## config.mk

```make
export PLATFORM = sky130hd
export DESIGN_NAME = load_store_unit_flat
export DESIGN_NICKNAME = d
export VERILOG_FILES = /design/src/rtl/load_store_unit_pkg.sv /design/src/rtl/load_store_unit_if.sv /design/src/rtl/load_store_unit_lane.sv /design/src/rtl/load_store_unit.sv /design/src/flat_wrapper.sv
export SDC_FILE = /design/constraint.sdc
export NUM_CORES = 1
export LEC_CHECK = 0
export CORE_MARGIN = 1
export CORE_UTILIZATION = 45
export DETAILED_ROUTE_END_ITERATION = 10
export PLACE_DENSITY_LB_ADDON = 0.08
export SETUP_SLACK_MARGIN = 0.15
export SYNTH_ARGS = -nofsm -noshare
export SYNTH_HDL_FRONTEND = slang
export SYNTH_SLANG_ARGS = --single-unit
```

## constraint.sdc

```tcl
create_clock -name clk -period 5.1 [get_ports clk]
set_input_delay 0.51 -clock clk [delete_from_list [all_inputs] [get_ports clk]]
set_output_delay 0.51 -clock clk [all_outputs]
set_load 0.05 [all_outputs]
```

## src/rtl/load_store_unit_pkg.sv

```systemverilog
// Shared types for the load/store unit: exec_result, memory request/response and FSM
// encodings, plus the alignment rule and the state-to-output decode.
package load_store_unit_pkg;

    typedef enum logic [1:0] {MOP_NONE, MOP_LOAD, MOP_STORE} mem_op_t;
    typedef enum logic [1:0] {MSZ_B, MSZ_H, MSZ_W} mem_size_t;

    typedef struct packed {
        logic [4:0]  rd_idx;
        logic [31:0] rd_val;
        mem_op_t     mem_op;
        mem_size_t   mem_size;
        logic        mem_unsigned;
        logic [31:0] mem_wdata;
        logic        exc_misaligned;
    } exec_result_t;

    typedef struct packed {
        logic [31:0] addr;
        logic        we;
        logic [3:0]  be;
        logic [31:0] wdata;
    } mreq_t;

    typedef struct packed {
        logic [31:0] rdata;
    } mtrans_t;

    typedef enum logic [2:0] {S_IDLE, S_REQ, S_WAIT, S_DONE, S_DRAIN} lsu_state_t;

    typedef struct packed {
        logic ex_ready;
        logic req;
        logic resp;
        logic wb;
        logic busy;
    } lsu_outs_t;

    function automatic logic misaligned(mem_size_t size, logic [1:0] ea);
        case (size)
            MSZ_H:   return ea[0];
            MSZ_W:   return ea != 2'b00;
            default: return 1'b0;
        endcase
    endfunction

    // Output flags are registered alongside the state they belong to.
    function automatic lsu_outs_t outs_of(lsu_state_t s);
        lsu_outs_t o;
        o.ex_ready = (s == S_IDLE);
        o.req      = (s == S_REQ);
        o.resp     = (s == S_WAIT) || (s == S_DRAIN);
        o.wb       = (s == S_DONE);
        o.busy     = (s != S_IDLE);
        return o;
    endfunction

endpackage

```

## src/rtl/load_store_unit_if.sv

```systemverilog
// Decoupled channels around the LSU; master is the LSU side, slave is queue/commit/arbiter.
interface load_store_unit_if;
    import load_store_unit_pkg::*;

    logic         ex_valid;
    logic         ex_ready;
    exec_result_t ex_bits;

    logic         wb_valid;
    logic         wb_ready;
    exec_result_t wb_bits;

    logic         mem_req_valid;
    logic         mem_req_ready;
    mreq_t        mem_req_bits;

    logic         mem_resp_valid;
    logic         mem_resp_ready;
    mtrans_t      mem_resp_bits;

    modport master (
        input  ex_valid, ex_bits,
        output ex_ready,
        output wb_valid, wb_bits,
        input  wb_ready,
        output mem_req_valid, mem_req_bits,
        input  mem_req_ready,
        input  mem_resp_valid, mem_resp_bits,
        output mem_resp_ready
    );

    modport slave (
        output ex_valid, ex_bits,
        input  ex_ready,
        input  wb_valid, wb_bits,
        output wb_ready,
        input  mem_req_valid, mem_req_bits,
        output mem_req_ready,
        output mem_resp_valid, mem_resp_bits,
        input  mem_resp_ready
    );

endinterface

```

## src/rtl/load_store_unit_lane.sv

```systemverilog
// Byte-lane datapath: byte enables and replicated store data for a request, and
// shift plus sign/zero extension of load data.
module lsu_lane
    import load_store_unit_pkg::*;
(
    input  mem_size_t   size,
    input  logic        is_unsigned,
    input  logic [1:0]  ea,
    input  logic [31:0] wdata_in,
    input  logic [31:0] rdata,
    output logic [3:0]  be,
    output logic [31:0] wdata,
    output logic [31:0] ld_val
);
    logic [31:0] sh;

    assign sh = rdata >> {ea, 3'b000};

    always_comb begin
        be     = 4'b1111;
        wdata  = wdata_in;
        ld_val = sh;
        case (size)
            MSZ_B: begin
                be     = 4'b0001 << ea;
                wdata  = {4{wdata_in[7:0]}};
                ld_val = {{24{sh[7] & ~is_unsigned}}, sh[7:0]};
            end
            MSZ_H: begin
                be     = 4'b0011 << {ea[1], 1'b0};
                wdata  = {2{wdata_in[15:0]}};
                ld_val = {{16{sh[15] & ~is_unsigned}}, sh[15:0]};
            end
            default: ;
        endcase
    end

endmodule

```

## src/rtl/load_store_unit.sv

```systemverilog
// Memory stage: one memory op in flight over arbiter port 1; every result, memory or not,
// leaves through a single-entry output slot towards commit.
module load_store_unit
    import load_store_unit_pkg::*;
#(
    parameter bit STORE_RESP = 1'b1,
    parameter int CNT_W      = 32
) (
    input  logic              clk,
    input  logic              rst,
    load_store_unit_if.master bus,
    input  logic              flush,
    output logic              busy,
    output logic [CNT_W-1:0]  stall_cycles
);
    lsu_state_t   state;
    lsu_outs_t    outs;
    exec_result_t ent;
    logic [3:0]   be;
    logic [31:0]  wdata;
    logic [31:0]  ld_val;
    logic         ex_fire;
    logic         req_fire;
    logic         resp_fire;
    logic         wb_fire;

    lsu_lane u_lane (
        .size        (ent.mem_size),
        .is_unsigned (ent.mem_unsigned),
        .ea          (ent.rd_val[1:0]),
        .wdata_in    (ent.mem_wdata),
        .rdata       (bus.mem_resp_bits.rdata),
        .be          (be),
        .wdata       (wdata),
        .ld_val      (ld_val)
    );

    // Flush masks intake and withdraws a pending request within the same cycle.
    assign bus.ex_ready       = outs.ex_ready & ~flush;
    assign bus.mem_req_valid  = outs.req & ~flush;
    assign bus.mem_req_bits   = '{addr:  {ent.rd_val[31:2], 2'b00},
                                  we:    (ent.mem_op == MOP_STORE),
                                  be:    be,
                                  wdata: wdata};
    assign bus.mem_resp_ready = outs.resp;
    assign bus.wb_valid       = outs.wb;
    assign bus.wb_bits        = ent;
    assign busy               = outs.busy;

    assign ex_fire   = bus.ex_valid & bus.ex_ready;
    assign req_fire  = bus.mem_req_valid & bus.mem_req_ready;
    assign resp_fire = bus.mem_resp_valid & bus.mem_resp_ready;
    assign wb_fire   = bus.wb_valid & bus.wb_ready;

    always_ff @(posedge clk or posedge rst) begin
        if (rst) begin
            state <= S_IDLE;
            outs  <= outs_of(S_IDLE);
            ent   <= '0;
        end else begin
            case (state)
                S_IDLE: if (ex_fire) begin
                    ent <= bus.ex_bits;
                    if (bus.ex_bits.mem_op == MOP_NONE) begin
                        state <= S_DONE;
                        outs  <= outs_of(S_DONE);
                    end else if (misaligned(bus.ex_bits.mem_size, bus.ex_bits.rd_val[1:0])) begin
                        ent.exc_misaligned <= 1'b1;
                        ent.rd_idx         <= '0;
                        state              <= S_DONE;
                        outs               <= outs_of(S_DONE);
                    end else begin
                        state <= S_REQ;
                        outs  <= outs_of(S_REQ);
                    end
                end
                S_REQ: if (flush) begin
                    state <= S_IDLE;
                    outs  <= outs_of(S_IDLE);
                end else if (req_fire) begin
                    if (ent.mem_op == MOP_STORE && !STORE_RESP) begin
                        state <= S_DONE;
                        outs  <= outs_of(S_DONE);
                    end else begin
                        state <= S_WAIT;
                        outs  <= outs_of(S_WAIT);
                    end
                end
                // A response landing in the flush cycle is already consumed: no drain needed.
                S_WAIT: if (resp_fire) begin
                    if (flush) begin
                        state <= S_IDLE;
                        outs  <= outs_of(S_IDLE);
                    end else begin
                        if (ent.mem_op == MOP_LOAD) ent.rd_val <= ld_val;
                        else                        ent.rd_idx <= '0;
                        state <= S_DONE;
                        outs  <= outs_of(S_DONE);
                    end
                end else if (flush) begin
                    state <= S_DRAIN;
                    outs  <= outs_of(S_DRAIN);
                end
                S_DONE: if (flush || wb_fire) begin
                    state <= S_IDLE;
                    outs  <= outs_of(S_IDLE);
                end
                S_DRAIN: if (resp_fire) begin
                    state <= S_IDLE;
                    outs  <= outs_of(S_IDLE);
                end
                default: begin
                    state <= S_IDLE;
                    outs  <= outs_of(S_IDLE);
                end
            endcase
        end
    end

    always_ff @(posedge clk or posedge rst) begin
        if (rst)
            stall_cycles <= '0;
        else if (bus.mem_req_valid && !bus.mem_req_ready && stall_cycles != '1)
            stall_cycles <= stall_cycles + CNT_W'(1);
    end

endmodule

```

## src/flat_wrapper.sv

```systemverilog
// flat-port wrapper written by rule: the top's interface ports become plain ports
module load_store_unit_flat import load_store_unit_pkg::*;
#(
    parameter bit STORE_RESP = 1'b1,
    parameter int CNT_W      = 32
)
  (clk, rst, flush, busy, stall_cycles, bus_ex_valid, bus_ex_bits, bus_ex_ready, bus_wb_valid, bus_wb_bits, bus_wb_ready, bus_mem_req_valid, bus_mem_req_bits, bus_mem_req_ready, bus_mem_resp_valid, bus_mem_resp_bits, bus_mem_resp_ready);
  load_store_unit_if bus_i ();
  input  logic clk;
  input  logic rst;
  input  logic flush;
  output logic busy;
  output logic [CNT_W-1:0] stall_cycles;
  input wire logic [$bits(bus_i.ex_valid)-1:0] bus_ex_valid;
  input wire logic [$bits(bus_i.ex_bits)-1:0] bus_ex_bits;
  output wire logic [$bits(bus_i.ex_ready)-1:0] bus_ex_ready;
  output wire logic [$bits(bus_i.wb_valid)-1:0] bus_wb_valid;
  output wire logic [$bits(bus_i.wb_bits)-1:0] bus_wb_bits;
  input wire logic [$bits(bus_i.wb_ready)-1:0] bus_wb_ready;
  output wire logic [$bits(bus_i.mem_req_valid)-1:0] bus_mem_req_valid;
  output wire logic [$bits(bus_i.mem_req_bits)-1:0] bus_mem_req_bits;
  input wire logic [$bits(bus_i.mem_req_ready)-1:0] bus_mem_req_ready;
  input wire logic [$bits(bus_i.mem_resp_valid)-1:0] bus_mem_resp_valid;
  input wire logic [$bits(bus_i.mem_resp_bits)-1:0] bus_mem_resp_bits;
  output wire logic [$bits(bus_i.mem_resp_ready)-1:0] bus_mem_resp_ready;
  assign bus_i.ex_valid = bus_ex_valid;
  assign bus_i.ex_bits = bus_ex_bits;
  assign bus_ex_ready = bus_i.ex_ready;
  assign bus_wb_valid = bus_i.wb_valid;
  assign bus_wb_bits = bus_i.wb_bits;
  assign bus_i.wb_ready = bus_wb_ready;
  assign bus_mem_req_valid = bus_i.mem_req_valid;
  assign bus_mem_req_bits = bus_i.mem_req_bits;
  assign bus_i.mem_req_ready = bus_mem_req_ready;
  assign bus_i.mem_resp_valid = bus_mem_resp_valid;
  assign bus_i.mem_resp_bits = bus_mem_resp_bits;
  assign bus_mem_resp_ready = bus_i.mem_resp_ready;
  load_store_unit #(.STORE_RESP(STORE_RESP), .CNT_W(CNT_W)) u_core (.clk(clk), .rst(rst), .bus(bus_i), .flush(flush), .busy(busy), .stall_cycles(stall_cycles));
endmodule
```

==> results of run 1 <==
## metal layers
metal	track usage, %	part of all wire, %
met5	0	0
met4	14.51	3.8
met3	7.311	7.1
met2	47.84	50
met1	33.21	39
## synth_stat cells (all sizes together), types with 8 or more instances
| cell | number |
|---|---|
| nand3 | 14 |
| xor2 | 25 |
| inv | 8 |
| mux2i | 31 |
| nor3 | 14 |
| nor2b | 9 |
| nand2 | 58 |
| clkbuf | 19 |
| mux2 | 54 |
| buf | 53 |
| o22a | 15 |
| a22o | 14 |
| dfrtp | 114 |
| a21oi | 24 |
| a221oi | 8 |
| and3 | 8 |
| o21ai | 34 |
| nor2 | 41 |
## report_power, final
| part | internal, mW | total (mW) | switching [mW] |
|---|---|---|---|
| registers | 0.914 | 0.914 | 0 |
| logic | 0.0888 | 0.152 | 0.0635 |
| clock network | 0.718 | 1.11 | 0.394 |
| total | 1.72 | 2.18 | 0.457 |
## worst max path at each step
stage                                            start                                      end  cells after the start
floorplan                                          rst  u_core.bus.mem_req_bits[39]$_DFFE_PP0P_                      1
global placement    u_core.bus.wb_bits[35]$_DFFE_PP0P_                     bus_mem_req_bits[15]                      3
detailed placement  u_core.bus.wb_bits[35]$_DFFE_PP0P_                     bus_mem_req_bits[12]                      3
CTS                 u_core.bus.wb_bits[35]$_DFFE_PP0P_                     bus_mem_req_bits[12]                      3
global route        u_core.bus.wb_bits[35]$_DFFE_PP0P_                      bus_mem_req_bits[9]                      3
finish              u_core.bus.wb_bits[35]$_DFFE_PP0P_                     bus_mem_req_bits[12]                      3
## flip-flops by register name, summed over array words and instances, names as in the netlist
register	count
u_core.outs	2
u_core.state	3
u_core.stall_cycles	32
u_core.bus.wb_bits	45
u_core.bus.wb_valid	1
u_core.bus.mem_req_bits	30
u_core.bus.mem_resp_ready	1
u_core.busy	1
## per-stage QoR
stage / power (mW) / hold WS (ps) / util (%) / setup slack [ps]
after global routing: 2.246 / 518.8 / 71.26 / 1155
after detailed placement: 1.081 / 486.7 / 67.15 / 1738
after CTS: 2.192 / 493.5 / 71.26 / 1303
final: 2.178 / 485.3 / 71.26 / 1332
after floorplan: 0.9707 / 477.5 / - / 1548
after global placement: 1.080 / 474.1 / 67.15 / 1805
## cell families after synthesis
family	count (synthesis)	synth area share, %
other	1	0.05920
adders and majority gates	3	0.5926
xor gates and xnor gates	29	4.009
buffers and inverters	81	7.604
and+or+nand+nor	182	14.42
muxes	86	14.91
DFF	115	45.45
AOI/OAI and AO/OA	121	12.96
## worst max-delay path: cells and delay by family (launching register included)
family	cells	cell delay (ps)
mux	1	420
simple gates	1	930
flops	1	790
buf+inv	1	710
## placed cells by master, fill, tap and decap left out, types with 4 or more instances in the layout
cell,synthesis,routed
nand3_1,14,14
a21o_1,4,4
a21oi_1,24,24
mux2_2,53,53
clkbuf_16,0,17
nand2b_1,6,6
o22a_1,15,15
clkbuf_1,18,6
inv_1,8,7
nor2b_1,9,9
a22o_1,14,14
mux2i_1,31,31
and3_1,8,8
and4_1,4,4
clkdlybuf4s50_1,0,292
dfrtp_1,114,114
xor2_1,25,25
nor4_1,6,6
nor3_1,14,14
nand4_1,4,4
a32oi_1,6,6
xnor2_1,4,4
a221oi_1,8,8
o21ai_0,33,33
nor2_1,39,38
nor3b_1,6,5
clkbuf_8,0,4
nand2_1,58,57
## area by class of cell
cell class                      instances  area [um2]  area share, %
Multi-Input combinational cell        423        2988          31.05
Inverter                                9       36.28         0.3770
Tap cell                              176       220.2          2.288
Clock buffer                           27       503.0          5.226
Timing Repair Buffer                  295        2945          30.60
Clock inverter                          5       52.55         0.5460
Sequential cell                       115        2879          29.91
==> impl_metrics.toml, run 1 <==
[status]
status = "complete, no violations"

[setup_path]
r2r_start = "u_core.bus.wb_bits[35]$_DFFE_PP0P_"
endpoint_kind = "output port"
cp_max_fo = 34
cp-start-kind = "flop"
critical_path.cell_chain = "nor2_1, mux2_2, clkdlybuf4s50_1"
crit_type = "reg -> out"
r2r_end = "u_core.bus.mem_req_bits[52]$_DFFE_PP0P_"
cp.arrival_ps = 3260
r2r_setup_slack_ps = 2110
rr_worst_depth = 5
crit_slowest_cell = "nor2_1"
cpPeakStageDelay_ps = 930
required_ps = 4590

[logic_synthesis]
ys_types = 57
synth_area_per_cell_um2 = 10.25
netlist_area_um2 = 6335
synth_top_area_share_pct = 45.03
synth_edf_count = 0
async_flop_share_pct = 100.0
yosysTopAreaCell = "dfrtp_1"
yosys_warnings = 0
synth_top_flop_cell = "dfrtp_1"
seq_area_frac_synth_pct = 45.45
synth-seq-cells = 115
syn-instance-count = 618
synth_area_leaders = "dfrtp_1, mux2_2, mux2i_1"

[timing]
tns_ps = 0
drv_slew = 0
slew_headroom_pct = 16.46
max_freq_ghz = 0.2654
finalHoldViolCount = 0
fin_skew_ps = 10.58
period_minus_slack_ps = 3768
rsz0062_at_grt = "no"
min_period_over_period_pct = 73.89
setup_viol = 0
tightest_slew_ps = 1252

[final_layout]
area_delta_synth_final_pct = 51.93
final_cells = 1050
final_area_um2 = 9624
drive_gt1_share_pct = 10.87
antenna_cells = 0
fill_cells = 996
fin_nets = 978

[clocking]
cts_buffers = 17
cts_setup_buffers = 0
ctsHoldBuffers = 0
clockRootBuffer = "clkbuf_16"
clk_latency_ps = 410
cts_tree = "done"
cts-resized-gates = 0
h-tree-depth = 4
cts_sinks = 115
clk_path_buf_depth = 2
clkSlewWorstSetupHoldPaths_ps = 50

[min_path]
hold_path_startpoint = "u_core.stall_cycles[9]$_DFFE_PP0P_"
min_path_cells = 1
hold_path_end = "u_core.stall_cycles[9]$_DFFE_PP0P_"
hp-class = "reg -> reg"

[floorplanning]
initial_core_util_pct = 46.91
core_area_um2 = 13510
die_y_um = 120.7
die_x_um = 120.7
dieArea_um2 = 14560
std_cell_rows = 42
pin_count = 295

[detailed_routing]
via_per_inst = 5.576
drt_wl_total_mm = 20.45
drt-pass1-iter-count = 5
drcViolationCount = 0
drtIter0Drc = 330
wl_per_cell_um = 19.48
vias = 5855
drtAntennaViolNets = 0

[place]
placed_area_um2 = 9069
dp_hpwl_mm = 15.27
globalplace.congestion = 0.8827
place_inst = 1018
io_buffers = 292

[pwr]
pwr_density_cell_nw_per_um2 = 226.3
ir_drop_mv = 0.2465
leakage_nw = 4.136

[global_route]
grt_pass1_wl_mm = 31.42
grt_pass1_vias = 5864
grt_overflow = 0
grt_usage_pct = 28.34
grt_max_degree = 83
antenna_found_initial = 0

[job]
max_cap_violations = 0
No activity file was read; power rests on OpenSTA's default activity.
==> inputs of run 2 (changes only) <==
Settings changed: CORE_UTILIZATION 45 to 38.
Clock period 5.1 ns to 3.1 ns, I/O delays scaled along.
==> run 2 against run 1 <==
First-iteration DRC count decreased by 1.2%. Worst hold slack got worse by 48 ps. Critical path depth unchanged. Combinational power increased by 69%.
==> impl_metrics.toml, run 2 (synthesized netlist as in run 1, its figures left out) <==
[setup_path]
crit_buf_inv = 2
r2r_setup_slack_ps = 570
endpoint_kind = "output port"
cpPeakStageDelay_ps = 700
crit_slowest_cell = "clkdlybuf4s50_1"
cp-start-kind = "flop"
critical_path.cell_chain = "buf_4, mux2_2, clkdlybuf4s50_1"
crit_type = "reg -> out"
cp_max_fo = 13
critPathTopFamily = "buffers and inverters"
r2r_start = "u_core.stall_cycles[0]$_DFFE_PP0P_"
rr_worst_depth = 7
required_ps = 2790
cp.arrival_ps = 2440
r2r_end = "u_core.stall_cycles[14]$_DFFE_PP0P_"

[global_route]
grt_pass1_wl_mm = 33.70
grt_overflow = 0
grt_usage_pct = 25.21
grt_max_degree = 41
grt_pass1_vias = 6042
antenna_found_initial = 1

[final_layout]
layout_commonest_cell = "clkdlybuf4s50_1"
area_delta_synth_final_pct = 54.55
area.sequential_um2 = 2879
layout_common_cells = "clkdlybuf4s50_1, dfrtp_1, nand2_1"
drive_gt1_share_pct = 13.79
final_cells = 1102
multi_input_area_um2 = 2988
fill_cells = 1297
fin_nets = 989
largest_reg_flops = 45

[detailed_routing]
wl_per_cell_um = 19.16
drt-pass1-iter-count = 6
drtIter0Drc = 326
drt_wl_total_mm = 21.11
via_per_inst = 5.350
drtAntennaViolNets = 0
vias = 5896
drcViolationCount = 0

[clocking]
cts_setup_buffers = 0
cts_sinks = 115
clkSlewWorstSetupHoldPaths_ps = 60
ctsHoldBuffers = 0
clockRootBuffer = "clkbuf_16"
clk_latency_ps = 430
cts-resized-gates = 0
h-tree-depth = 4
cts_buffers = 17
cts_tree = "done"
clk_path_buf_depth = 2

[timing]
finalHoldViolCount = 0
fin_hold_ws_ps = 437.1
timing.final.ws_setup_ps = 354.2
max_freq_ghz = 0.3642
tightest_slew_ps = 916.4
period_minus_slack_ps = 2746
drv_slew = 0
tns_ps = 0
fin_skew_ps = 13.83
slew_headroom_pct = 38.78
min_period_over_period_pct = 88.58
setup_viol = 0
rsz0062_at_grt = "no"

[floorplanning]
die_x_um = 131.1
dieArea_um2 = 17190
die_y_um = 131.1
initial_core_util_pct = 39.45
std_cell_rows = 46
core_area_um2 = 16060
pin_count = 295

[pwr]
totalPowerFinal_mw = 3.703
leakage_nw = 4.218
pwr_density_cell_nw_per_um2 = 378.2
ir_drop_mv = 0.3493

[status]
status = "complete, no violations"

[place]
globalplace.congestion = 0.8943
place_inst = 1069
dp_hpwl_mm = 15.81
post-place-ws_ps = 578.9
io_buffers = 292

[min_path]
hp-class = "in -> async"

[job]
max_cap_violations = 0
[run 2: cell count changes in the layout (fill, tap and decap cells not counted), sizes merged]
cell           change
inv                +1
clkinv             +3
buf               +21
clkinvlp           +5
clkbuf            -10
bufinv             +1
diode              +1
clkdlybuf4s50     -10
[run 2: area by class of cell]
type | count | share of cell area, %
Antenna cell | 1 | 0.02556
Clock buffer | 17 | 4.345
Clock inverter | 15 | 1.636
Inverter | 9 | 0.3834
Multi-Input combinational cell | 423 | 30.52
Sequential cell | 115 | 29.41
Tap cell | 216 | 2.760
Timing Repair Buffer | 306 | 30.93
[run 2: worst max-delay path by stage]
stage                                             startpoint                                      end  slack [ps]  depth (start not counted)
after floorplan           u_core.bus.wb_bits[34]$_DFFE_PP0P_                     bus_mem_req_bits[24]         290                          4
after global placement                                 flush  u_core.bus.mem_req_bits[61]$_DFFE_PP0P_         680                          6
after detailed placement  u_core.stall_cycles[0]$_DFFE_PP0P_      u_core.stall_cycles[15]$_DFFE_PP0P_         580                          7
after CTS                 u_core.bus.wb_bits[35]$_DFFE_PP0P_                     bus_mem_req_bits[21]         330                          3
after global routing      u_core.bus.wb_bits[35]$_DFFE_PP0P_                     bus_mem_req_bits[16]         280                          3
final                     u_core.bus.wb_bits[35]$_DFFE_PP0P_                     bus_mem_req_bits[21]         350                          3
[run 2: metrics by stage]
stage	utilization, %	cell area [um2]
final	60.97	9791
after global routing	60.97	9791
after CTS	60.96	9788
after detailed placement	57.31	9203
after global placement	57.31	9203
after floorplan	-	6342
[run 2: metal layers]
metal / GRT usage, % / part of all wire [%]
met1: 31.13 / 42
met2: 40.72 / 48
met3: 8.218 / 8.2
met4: 9.739 / 2.3
met5: 0 / 0
[run 2: power breakdown]
group	internal (mW)	switching (mW)	leakage [nW]
Clock	1.19	0.758	0.272
Combinational	0.151	0.106	2.35
Sequential	1.50	0	1.59
Total	2.84	0.864	4.22
